--- src/rtl/operand_entry_pkg.sv ---
// rtl/operand_entry_pkg.sv - shared state encoding and display constants for operand_entry
//
// Purpose : entry FSM state type, one-hot LED patterns and active-low 7-seg
//           glyphs. The glyphs are the ones the comparator display code uses.
// Ports   : none (package)
package operand_entry_pkg;

    typedef enum logic [1:0] {
        WAIT_A = 2'd0,
        WAIT_B = 2'd1,
        HOLD   = 2'd2
    } state_t;

    // LEDR is one-hot on state, bit order {HOLD, WAIT_B, WAIT_A}
    localparam logic [2:0] LED_WAIT_A = 3'b001;
    localparam logic [2:0] LED_WAIT_B = 3'b010;
    localparam logic [2:0] LED_HOLD   = 3'b100;

    // Active-low 7-seg glyphs, bit order {g,f,e,d,c,b,a}
    localparam logic [6:0] SEG_A    = 7'b0001000;
    localparam logic [6:0] SEG_B_LC = 7'b0000011;
    localparam logic [6:0] SEG_P    = 7'b0001100;

endpackage

--- src/rtl/button_debounce.sv ---
// rtl/button_debounce.sv - synchroniser, debounce counter and press detector for an active-low button
//
// Purpose : turns a raw, bouncy, active-low pushbutton into a clean level and
//           a single-cycle press pulse on each accepted 1->0 transition.
// Ports   : CLOCK_50  in  clock, rising edge
//           RESET_N   in  asynchronous active-low reset
//           btn_n_raw in  raw button, active-low, asynchronous
//           level     out debounced button level (1 = released)
//           press     out 1-cycle pulse when the debounced level falls
module button_debounce
    import operand_entry_pkg::*;
#(
    parameter int DEBOUNCE_CYCLES = 500000
) (
    input  logic CLOCK_50,
    input  logic RESET_N,
    input  logic btn_n_raw,
    output logic level,
    output logic press
);

    localparam int CW = (DEBOUNCE_CYCLES > 1) ? $clog2(DEBOUNCE_CYCLES) : 1;
    localparam logic [CW-1:0] CNT_LAST = CW'(DEBOUNCE_CYCLES - 1);

    logic [1:0]    sync;
    logic          armed;
    logic [CW-1:0] cnt;

    // The synchroniser resets to "pressed" so a button held through reset is
    // seen as held. Nothing is debounced until a real release has been
    // observed (armed), so a held button cannot produce a press on its own.
    always_ff @(posedge CLOCK_50 or negedge RESET_N) begin
        if (!RESET_N) begin
            sync  <= 2'b00;
            armed <= 1'b0;
            cnt   <= '0;
            level <= 1'b1;
            press <= 1'b0;
        end else begin
            sync  <= {sync[0], btn_n_raw};
            press <= 1'b0;
            if (!armed) begin
                cnt   <= '0;
                armed <= sync[1];
            end else if (sync[1] == level) begin
                cnt <= '0;
            end else if (cnt == CNT_LAST) begin
                level <= sync[1];
                cnt   <= '0;
                press <= ~sync[1];
            end else begin
                cnt <= cnt + 1'b1;
            end
        end
    end

endmodule

--- src/rtl/operand_entry.sv ---
// rtl/operand_entry.sv - two-press operand entry with valid/ready pair output and state display
//
// Purpose : latch operand A then B from SW on successive ENTER presses, then
//           offer {a,b} on a valid/ready handshake. LEDR/HEX0 show the state.
// Config  : OPERAND_ENTRY_TIMEOUT_EN - when defined, WAIT_B falls back to
//           WAIT_A after TIMEOUT_CYCLES without a press (a is kept).
// Ports   : CLOCK_50   in  clock, rising edge
//           RESET_N    in  asynchronous active-low reset
//           SW         in  raw operand switches (asynchronous)
//           ENTER_N    in  raw pushbutton, active-low, bouncy
//           a, b       out latched operands
//           pair_valid out {a,b} complete and stable
//           pair_ready in  consumer accepts the pair
//           LEDR       out one-hot state {HOLD,WAIT_B,WAIT_A}
//           HEX0       out active-low state glyph {g,f,e,d,c,b,a}
module operand_entry
    import operand_entry_pkg::*;
#(
    parameter int WIDTH           = 3,
    parameter int DEBOUNCE_CYCLES = 500000,
    parameter int TIMEOUT_CYCLES  = 250000000
) (
    input  logic             CLOCK_50,
    input  logic             RESET_N,
    input  logic [WIDTH-1:0] SW,
    input  logic             ENTER_N,
    output logic [WIDTH-1:0] a,
    output logic [WIDTH-1:0] b,
    output logic             pair_valid,
    input  logic             pair_ready,
    output logic [2:0]       LEDR,
    output logic [6:0]       HEX0
);

    logic [WIDTH-1:0] sw_meta;
    logic [WIDTH-1:0] sw_sync;
    logic             enter_level;
    logic             enter_fall;
    logic             enter_press;
    logic             timeout_hit;
    state_t           state;

    always_ff @(posedge CLOCK_50 or negedge RESET_N) begin
        if (!RESET_N) begin
            sw_meta <= '0;
            sw_sync <= '0;
        end else begin
            sw_meta <= SW;
            sw_sync <= sw_meta;
        end
    end

    button_debounce #(
        .DEBOUNCE_CYCLES(DEBOUNCE_CYCLES)
    ) u_debounce (
        .CLOCK_50 (CLOCK_50),
        .RESET_N  (RESET_N),
        .btn_n_raw(ENTER_N),
        .level    (enter_level),
        .press    (enter_fall)
    );

    // press is only ever raised together with a low level; the qualifier
    // keeps the FSM from acting on a pulse that disagrees with the level.
    assign enter_press = enter_fall & ~enter_level;

`ifdef OPERAND_ENTRY_TIMEOUT_EN
    localparam int TCW = (TIMEOUT_CYCLES > 1) ? $clog2(TIMEOUT_CYCLES) : 1;
    localparam logic [TCW-1:0] T_LAST = TCW'(TIMEOUT_CYCLES - 1);

    logic [TCW-1:0] tcnt;

    // Held at zero outside WAIT_B, so every entry into WAIT_B starts from 0.
    always_ff @(posedge CLOCK_50 or negedge RESET_N) begin
        if (!RESET_N) begin
            tcnt <= '0;
        end else if (state != WAIT_B || timeout_hit) begin
            tcnt <= '0;
        end else begin
            tcnt <= tcnt + 1'b1;
        end
    end

    assign timeout_hit = (state == WAIT_B) && (tcnt == T_LAST);
`else
    assign timeout_hit = 1'b0;
`endif

    // LEDR and HEX0 are registered alongside state so they change together.
    always_ff @(posedge CLOCK_50 or negedge RESET_N) begin
        if (!RESET_N) begin
            state      <= WAIT_A;
            a          <= '0;
            b          <= '0;
            pair_valid <= 1'b0;
            LEDR       <= LED_WAIT_A;
            HEX0       <= SEG_A;
        end else begin
            case (state)
                WAIT_A: begin
                    if (enter_press) begin
                        a     <= sw_sync;
                        state <= WAIT_B;
                        LEDR  <= LED_WAIT_B;
                        HEX0  <= SEG_B_LC;
                    end
                end
                WAIT_B: begin
                    // A press coinciding with timeout expiry takes priority.
                    if (enter_press) begin
                        b          <= sw_sync;
                        state      <= HOLD;
                        pair_valid <= 1'b1;
                        LEDR       <= LED_HOLD;
                        HEX0       <= SEG_P;
                    end else if (timeout_hit) begin
                        state <= WAIT_A;
                        LEDR  <= LED_WAIT_A;
                        HEX0  <= SEG_A;
                    end
                end
                HOLD: begin
                    if (pair_valid && pair_ready) begin
                        state      <= WAIT_A;
                        pair_valid <= 1'b0;
                        LEDR       <= LED_WAIT_A;
                        HEX0       <= SEG_A;
                    end
                end
                default: begin
                    state      <= WAIT_A;
                    pair_valid <= 1'b0;
                    LEDR       <= LED_WAIT_A;
                    HEX0       <= SEG_A;
                end
            endcase
        end
    end

endmodule
--- config.mk ---
export PLATFORM = sky130hd
export DESIGN_NAME = operand_entry
export DESIGN_NICKNAME = d
export VERILOG_FILES = /design/src/rtl/operand_entry_pkg.sv /design/src/rtl/button_debounce.sv /design/src/rtl/operand_entry.sv
export SDC_FILE = /design/constraint.sdc
export NUM_CORES = 1
export LEC_CHECK = 0
export CELL_PAD_IN_SITES_DETAIL_PLACEMENT = 1
export CELL_PAD_IN_SITES_GLOBAL_PLACEMENT = 1
export CORE_ASPECT_RATIO = 0.9
export CORE_MARGIN = 2
export CORE_UTILIZATION = 46
export DETAILED_ROUTE_END_ITERATION = 8
export GPL_TIMING_DRIVEN = 0
export PLACE_DENSITY_LB_ADDON = 0.1
export SLEW_MARGIN = 20
export SYNTH_ARGS = -nofsm -noshare
export SYNTH_HDL_FRONTEND = slang
export SYNTH_SLANG_ARGS = --single-unit
--- constraint.sdc ---
create_clock -name CLOCK_50 -period 4.9 [get_ports CLOCK_50]
set_clock_uncertainty 0.1 [all_clocks]
set_input_delay 0.735 -clock CLOCK_50 [delete_from_list [all_inputs] [get_ports CLOCK_50]]
set_output_delay 0.735 -clock CLOCK_50 [all_outputs]
set_load 0.005 [all_outputs]
Word-level counts from Yosys, hierarchy flattened
Cells that the tools add are included.
Widths: inputs -> output; s select.
{ "word_totals": {"out_inout_bits": 17, "regBits": 49, "wordCells": 55} }
{ "classes": {"bitwise": 5, "reduce_logical": 7, "add_sub_neg": 1, "n_eq_ne": 7, "mux": 22} }
{ "op_table": {"columns": ["op", "n"], "rows": [
  ["$mux 19", 3],
  ["$mux 7", 3],
  ["$pmux 7 s3", 1],
  ["$add 19x1->19 const B", 1],
  ["$eq 19x19->1 const B", 1],
  ["$mux 3", 3],
  ["$pmux 3 s3", 1],
  ["$reduce_and 3->1", 3],
  ["$mux 1", 6],
  ["$mux 2", 3],
  ["$ne 2x2->1 const B", 3],
  ["$pmux 2 s3", 1],
  ["$not 1->1", 4],
  ["$reduce_and 2->1", 2],
  ["$pmux 1 s3", 1],
  ["$eq 2x1->1 const B", 1],
  ["$eq 2x2->1 const B", 1],
  ["$logic_not 2->1", 1],
  ["$and 1x1->1", 1],
  ["$eq 1x1->1", 1],
  ["$logic_and 1x1->1", 1]
]} }

Depth between registers and ports, before layout
Gate-level depths: netlist of run 1.
{ "depth": {"depth_word": 4, "mapped_depth": 5, "depth_no_buf": 5} }

Cells and area by module
Synthesis of run 1 repeated with hierarchy kept, for this count alone.
{ "hier_totals": {"hier_cells": 163, "area_unflattened_um2": 1841.8} }
{ "by_module_without_submodules": {"columns": ["module", "cells_per_inst", "n_inst", "area_per_inst_um2"], "rows": [
  ["button_debounce", 117, 1, 1183.6],
  ["operand_entry", 46, 1, 658.1]
]} }

Worst setup path after synthesis of run 1
No wires, ideal clock.
{ "synth_timing": {"path_kind": "register -> register", "from": "register u_debounce.cnt[0]", "to": "register u_debounce.cnt[18]", "slack_ns": 3.206, "stages_incl_launch_ff": 6, "path_buffers": 0, "required_ns": 4.722, "arrival_time_ns": 1.517, "path_cell_list": "dfrtp_1 -> ha_1 -> nand4_2 -> nor2_1 -> or4b_1 -> a21oi_1"} }
{ "synth_via": {"elab_chain_len": 4, "elab_cells_between_ends": 5} }
{ "synth_rtl": {"columns": ["item", "line_no", "text"], "rows": [
  ["start: declaration", "button_debounce.sv:27", "logic [CW-1:0] cnt;"],
  ["start signal: assignment", "button_debounce.sv:52", "cnt <= cnt + 1'b1;"],
  ["$add 19x1->19 or $eq 19x19->1 (tied branches)", "button_debounce.sv:52, button_debounce.sv:47", null],
  ["$mux 19 *", "button_debounce.sv:47", "end else if (cnt == CNT_LAST) begin"],
  ["$mux 19 *", "button_debounce.sv:45", "end else if (sync[1] == level) begin"],
  ["$mux 19 *", "button_debounce.sv:42", "if (!armed) begin"]
]} }
Mark *: on every way between the ends. The rest lies on a longest branch, timed or not.
A chain may end at the register's enable or synchronous reset.

==> results of run 1 <==
[stage by stage]
| stage | setup slack (ns) | power [mW] | utilization | cells |
|---|---|---|---|---|
| finish | 2.60 | 0.605 | 0.580 | 238 |
| global route | 2.54 | 0.634 | 0.580 | 238 |
| CTS | 2.61 | 0.613 | 0.580 | 238 |
| detailed placement | 2.86 | 0.381 | 0.555 | 230 |
| global placement | 2.04 | 0.377 | 0.551 | 229 |
| floorplan | 3.21 | 0.363 | - | 163 |
[metal layers]
metal | up-vias | wire length, um
li1 | 603 | -
met1 | 641 | 1710
met2 | 24 | 1790
met3 | 6 | 181
met4 | 0 | 29
met5 | - | 0
[worst max-delay path, cell delays in order (launching register included)]
cell and delay (ns):
dfrtp_1 0.52, buf_4 0.16, clkdlybuf4s50_1 0.49
[cells in the final DEF (no fill, tap or decap), types with 2 or more instances in the layout]
cell type and n:
nand4_1 2, clkdlybuf4s50_1 19, mux2_2 7, conb_1 3
a21oi_1 7, nand2_1 12, o21ai_0 3, inv_6 2
clkbuf_8 5, nand4_2 2, xor2_1 4, inv_1 3
nand3_1 6, buf_2 2, nor3_1 4, dfstp_2 3
buf_4 6, xnor2_1 12, nor4_1 7, dfrtp_1 38
nor2_1 24, or2_4 2
[logic make-up after synthesis]
family | count (synthesis) | share of synthesized area
simple gates | 70 | 0.209
other cells | 1 | 0.00209
compound gates | 14 | 0.0489
buf+inv | 11 | 0.0363
fa+ha+maj | 1 | 0.00698
flops | 41 | 0.575
xor+xnor | 16 | 0.0782
mux | 7 | 0.0440
[power groups by stage]
stage          registers (mW)  clock network [mW]  logic, mW
5_1_grt                 0.349               0.256     0.0285
2_1_floorplan           0.354                   0    0.00971
3_5_place_dp            0.355                   0     0.0258
6_report                0.348               0.231     0.0250
3_3_place_gp            0.355                   0     0.0228
4_1_cts                 0.348               0.239     0.0259
[final timing paths]
| path | from | to | slack, ns |
|---|---|---|---|
| setup / recovery | HEX0[2] | LEDR[2] | 2.60 |
| hold / removal | RESET_N | u_debounce.sync[0] | 0.17 |
| setup reg to reg | u_debounce.cnt[0] | u_debounce.cnt[13] | 2.88 |
| hold reg to reg | sw_meta[2] | sw_sync[2] | 0.26 |
| max in group asynchronous | RESET_N | LEDR[0] | 4.03 |
| min in group CLOCK_50 | sw_meta[2] | sw_sync[2] | 0.26 |
[final cells by class]
cell class	instances	area, sq um	area share
flip-flops and latches	41	1030	0.475
well taps	46	57.6	0.0266
plain buffers	8	53.8	0.0248
clock inverters	3	25.0	0.0116
multi-input cells	111	704	0.325
repair buffers	21	215	0.0994
inverters	3	11.3	0.00520
clock buffers	5	68.8	0.0318
[flip-flops by register name (all words and copies together), names as in the netlist]
signal	cells
sw_sync	3
u_debounce.level	1
a	3
u_debounce.sync	2
pair_valid	1
HEX0	2
u_debounce.cnt	19
LEDR	2
u_debounce.armed	1
b	3
sw_meta	3
u_debounce.press	1
==> results_dict.tcl, run 1 <==
set metrics [dict create \
    async_reset_ff_frac 1.00 \
    period_share 0.470 \
    drv_slew 0 \
    yosys_register_bits 41 \
    hold_slack_ns 0.175 \
    ys.warnings.count 0 \
    r2r_cells 5 \
    grt_usage 0.187 \
    cts_resized 0 \
    synth_cells 161 \
    synthesis.area_sq_um 1790 \
    synthDistinctLibCells 36 \
    wl_per_cell_um 15.6 \
    path_class "reg -> out" \
    dp_hpwl_um 2770 \
    drt-vias-per-instance 5.35 \
    overflow 0 \
    fmax_mhz 434 \
    synthTopCellsByArea "dfrtp_1 (53%), xnor2_1 (5.9%), nor2_1 (5.0%), dfstp_2 (4.4%), mux2_2 (4.4%)" \
    use_met3 0.0704 \
    syn_to_final_growth_pct 20.9 \
    timing_hold_violations_final 0 \
    dpl_cell_area_sq_um 2070 \
    post_cts_buffers 0 \
    die_h_um 63.2 \
    p_int_mw 0.458 \
    drive_above_1_share 0.188 \
    antenna_found_initial 0 \
    htreeDepth 2 \
    route.detailed.drc 0 \
    rsz0062_at_grt "no" \
    synthFlopType "dfrtp_1" \
    p_sw_frac 0.243 \
    avgSynthCellArea_sq_um 11.1 \
    grt_pass1_wl_um 6380 \
    globalRouteMet2Util 0.292 \
    rows 21 \
    power_frac_comb 0.041 \
    tightestPinTransition_ns 0.532 \
    antenna_left 0 \
    die-width_um 69.8 \
    numCtsBuffers 5 \
    pwr_density_cell_nw_per_um2 279 \
    fin_setup_tns_ns 0 \
    status "finished, final reports clean" \
    num_antenna_cells 0 \
    synth_most_common_cell "dfrtp_1" \
    vdd_ir_drop_max_mv 0.229 \
    port_buffers 20 \
    yosys-top-cells-count "dfrtp_1 (38), nor2_1 (24), nand2_1 (12), xnor2_1 (12)" \
    grt_pass1_vias 1310 \
    seq_area_frac_synth 0.575 \
    synth_top_area_share 0.531 \
    hold_class "in -> async" \
    maxCapViolCount 0 \
    cts_sinks 41 \
    dieArea_sq_um 4410 \
    worst_setup_path_end_kind "output port" \
    period_minus_slack_ns 2.30 \
    clock_latency_ns 0.30 \
    fill_cells 409 \
    firstDrtPassIters 4 \
    seqPwrFrac 0.576 \
    grt_max_degree 34 \
    p_leak_nw 0.914 \
    path_clk_slew_ns 0.08 \
    cts_tree "built" \
    gp_congestion 0.816 \
    yosysTopAreaCell "dfrtp_1" \
    routed_wirelength_um 3710 \
    nNetsFinal 199 \
    top_usage_layer "met2" \
    slew-limit-headroom 0.642 \
    start_util 0.480 \
    coreArea_sq_um 3730 \
    final_cell_area_sq_um 2170 \
    cts-root-buf "clkbuf_8" \
    worstPathMaxFanout 9 \
    setup.worst_path.start_class "register" \
    synth-edff-count 0 \
    vias 1274 \
    switchingPower_mw 0.147 \
    critPathRequiredTime_ns 4.07 \
    grt_use_met1 0.246 \
    clock_path_buffers 2 \
    setup-violations-final 0 \
    first_iter_violations 69 \
    cts_hold_buf 0 \
    clock_power_share 0.383 \
    arrival_ns 1.47 \
    ios 24 \
]
Power figures use the tool's default switching activity.
==> run 2: changes to the inputs <==
- CORE_UTILIZATION: 46 -> 42
- clock period: 4.9 -> 2.2 ns (I/O delays scaled with it)
==> run 2 against run 1 <==
Against the previous run:
- final area increased by 1.3%
- wire length decreased by 2.7%
- clock-buffer cell count unchanged
- global-route usage decreased by 1.1 points
- flip-flop and latch count unchanged
- die area increased by 8.9%
- largest power group unchanged
==> results_dict.tcl, run 2 (synthesis results as in run 1) <==
set metrics [dict create \
    fin_setup_tns_ns 0 \
    path_clk_slew_ns 0.09 \
    worst_setup_path_end_kind "register" \
    start_util 0.437 \
    worst-path-stages 5 \
    path_class "reg -> reg" \
    worstSetupStartpoint "u_debounce.cnt[0]" \
    vias 1255 \
    htreeDepth 2 \
    switchingPower_mw 0.317 \
    final_cell_mix "dfrtp_1 (38), nor2_1 (24), clkdlybuf4s50_1 (19)" \
    critPathRequiredTime_ns 2.32 \
    largest_register_ffs 19 \
    wl_per_cell_um 15.0 \
    dp.cells 232 \
    port_buffers 20 \
    ios 24 \
    num_antenna_cells 0 \
    layout.cells.non_filler 241 \
    path_buf_inv 0 \
    crit_slowest_cell "or4b_1" \
    route.detailed.drc 0 \
    cp_cell_sequence "ha_1 -> nand4_2 -> nor2_1 -> or4b_1 -> a21oi_1" \
    antenna_found_initial 0 \
    seqPwrFrac 0.580 \
    hold_slack_ns 0.257 \
    clock_path_buffers 2 \
    rows 22 \
    p_leak_nw 0.922 \
    period_share 0.898 \
    die_h_um 66.0 \
    cts_tree "built" \
    slew-limit-headroom 0.657 \
    cts_sinks 41 \
    hold_class "reg -> reg" \
    timing_hold_violations_final 0 \
    fmax_mhz 506 \
    arrival_ns 2.09 \
    vdd_ir_drop_max_mv 0.407 \
    pre_cts_ws_ns 0.128 \
    worst_path_largest_cell_delay_ns 0.45 \
    largest_register "u_debounce.cnt" \
    drv_slew 0 \
    grt_max_degree 25 \
    numCtsBuffers 5 \
    gp_congestion 0.884 \
    coreArea_sq_um 4100 \
    antenna_left 0 \
    worstPathMaxFanout 9 \
    power_frac_comb 0.044 \
    utilization 0.535 \
    p_sw_frac 0.237 \
    overflow 0 \
    clock_latency_ns 0.30 \
    endpoint "u_debounce.cnt[18]" \
    maxCapViolCount 0 \
    routed_wirelength_um 3610 \
    drt-vias-per-instance 5.21 \
    period_minus_slack_ns 1.98 \
    grt_usage 0.176 \
    dp_hpwl_um 2730 \
    clock_power_share 0.376 \
    die-width_um 72.8 \
    rr_endpoint "u_debounce.cnt[18]" \
    tightestPinTransition_ns 0.511 \
    drive_above_1_share 0.187 \
    reg2reg_slack_ns 0.22 \
    dieArea_sq_um 4800 \
    cp_top_family "simple AND/OR/NAND/NOR gates" \
    grt_pass1_wl_um 6340 \
    setup-violations-final 0 \
    final_common_cell "dfrtp_1" \
    pwr_density_cell_nw_per_um2 610 \
    status "finished, final reports clean" \
    regToRegStartpoint "u_debounce.cnt[0]" \
    grt_pass1_vias 1301 \
    cts-root-buf "clkbuf_8" \
    firstDrtPassIters 4 \
    nNetsFinal 200 \
    first_iter_violations 51 \
    setup_slack_ns 0.224 \
    rsz0062_at_grt "no" \
    p_int_mw 1.02 \
    setup.worst_path.start_class "register" \
    r2r_cells 5 \
    syn_to_final_growth_pct 22.4 \
]
## run 2: final cells by class
type	count	area [sq um]
Fill cell	459	1910
Sequential cell	41	1030
Multi-Input combinational cell	111	712
Timing Repair Buffer	22	233
Clock buffer	5	68.8
Tap cell	48	60.1
Buffer	8	53.8
Clock inverter	3	25.0
Inverter	3	11.3
## run 2: metrics by stage
step                instance area, sq um  total power [mW]
detailed placement                  2080             0.849
floorplan                           1800             0.810
global placement                    2060             0.841
finish                              2190              1.34
global route                        2190              1.40
CTS                                 2190              1.36
## run 2: worst min path at each step
stage	from	end	slack, ns	cells past startpoint
finish	sw_meta[0]	sw_sync[0]	0.26	0
global route	sw_meta[0]	sw_sync[0]	0.26	0
CTS	sw_meta[0]	sw_sync[0]	0.26	0
detailed placement	RESET_N	u_debounce.cnt[12]	0.21	1
global placement	sw_meta[0]	sw_sync[0]	0.23	0
floorplan	RESET_N	HEX0[2]	-0.07	0
## run 2: power groups by stage
| stage | clock network (mW) | registers (mW) | logic (mW) |
|---|---|---|---|
| floorplan | 0 | 0.788 | 0.0216 |
| CTS | 0.529 | 0.776 | 0.0598 |
| global route | 0.554 | 0.778 | 0.0668 |
| global placement | 0 | 0.790 | 0.0508 |
| finish | 0.503 | 0.776 | 0.0588 |
| detailed placement | 0 | 0.790 | 0.0583 |
## run 2: repair_timing
item                                   in CTS  in global routing
buffers inserted                            0                  0
setup endpoints to repair                   0                 10
hold buffers                                1                  0
resized for setup                           0                  1
endpoints found under the hold margin      15                  0
## run 2: per-layer routing
metal,up-vias,track usage,part of all wire
met5,-,0,0
met4,0,0.0556,0.011
met3,6,0.0457,0.025
met2,16,0.263,0.47
met1,624,0.251,0.49
li1,609,-,-
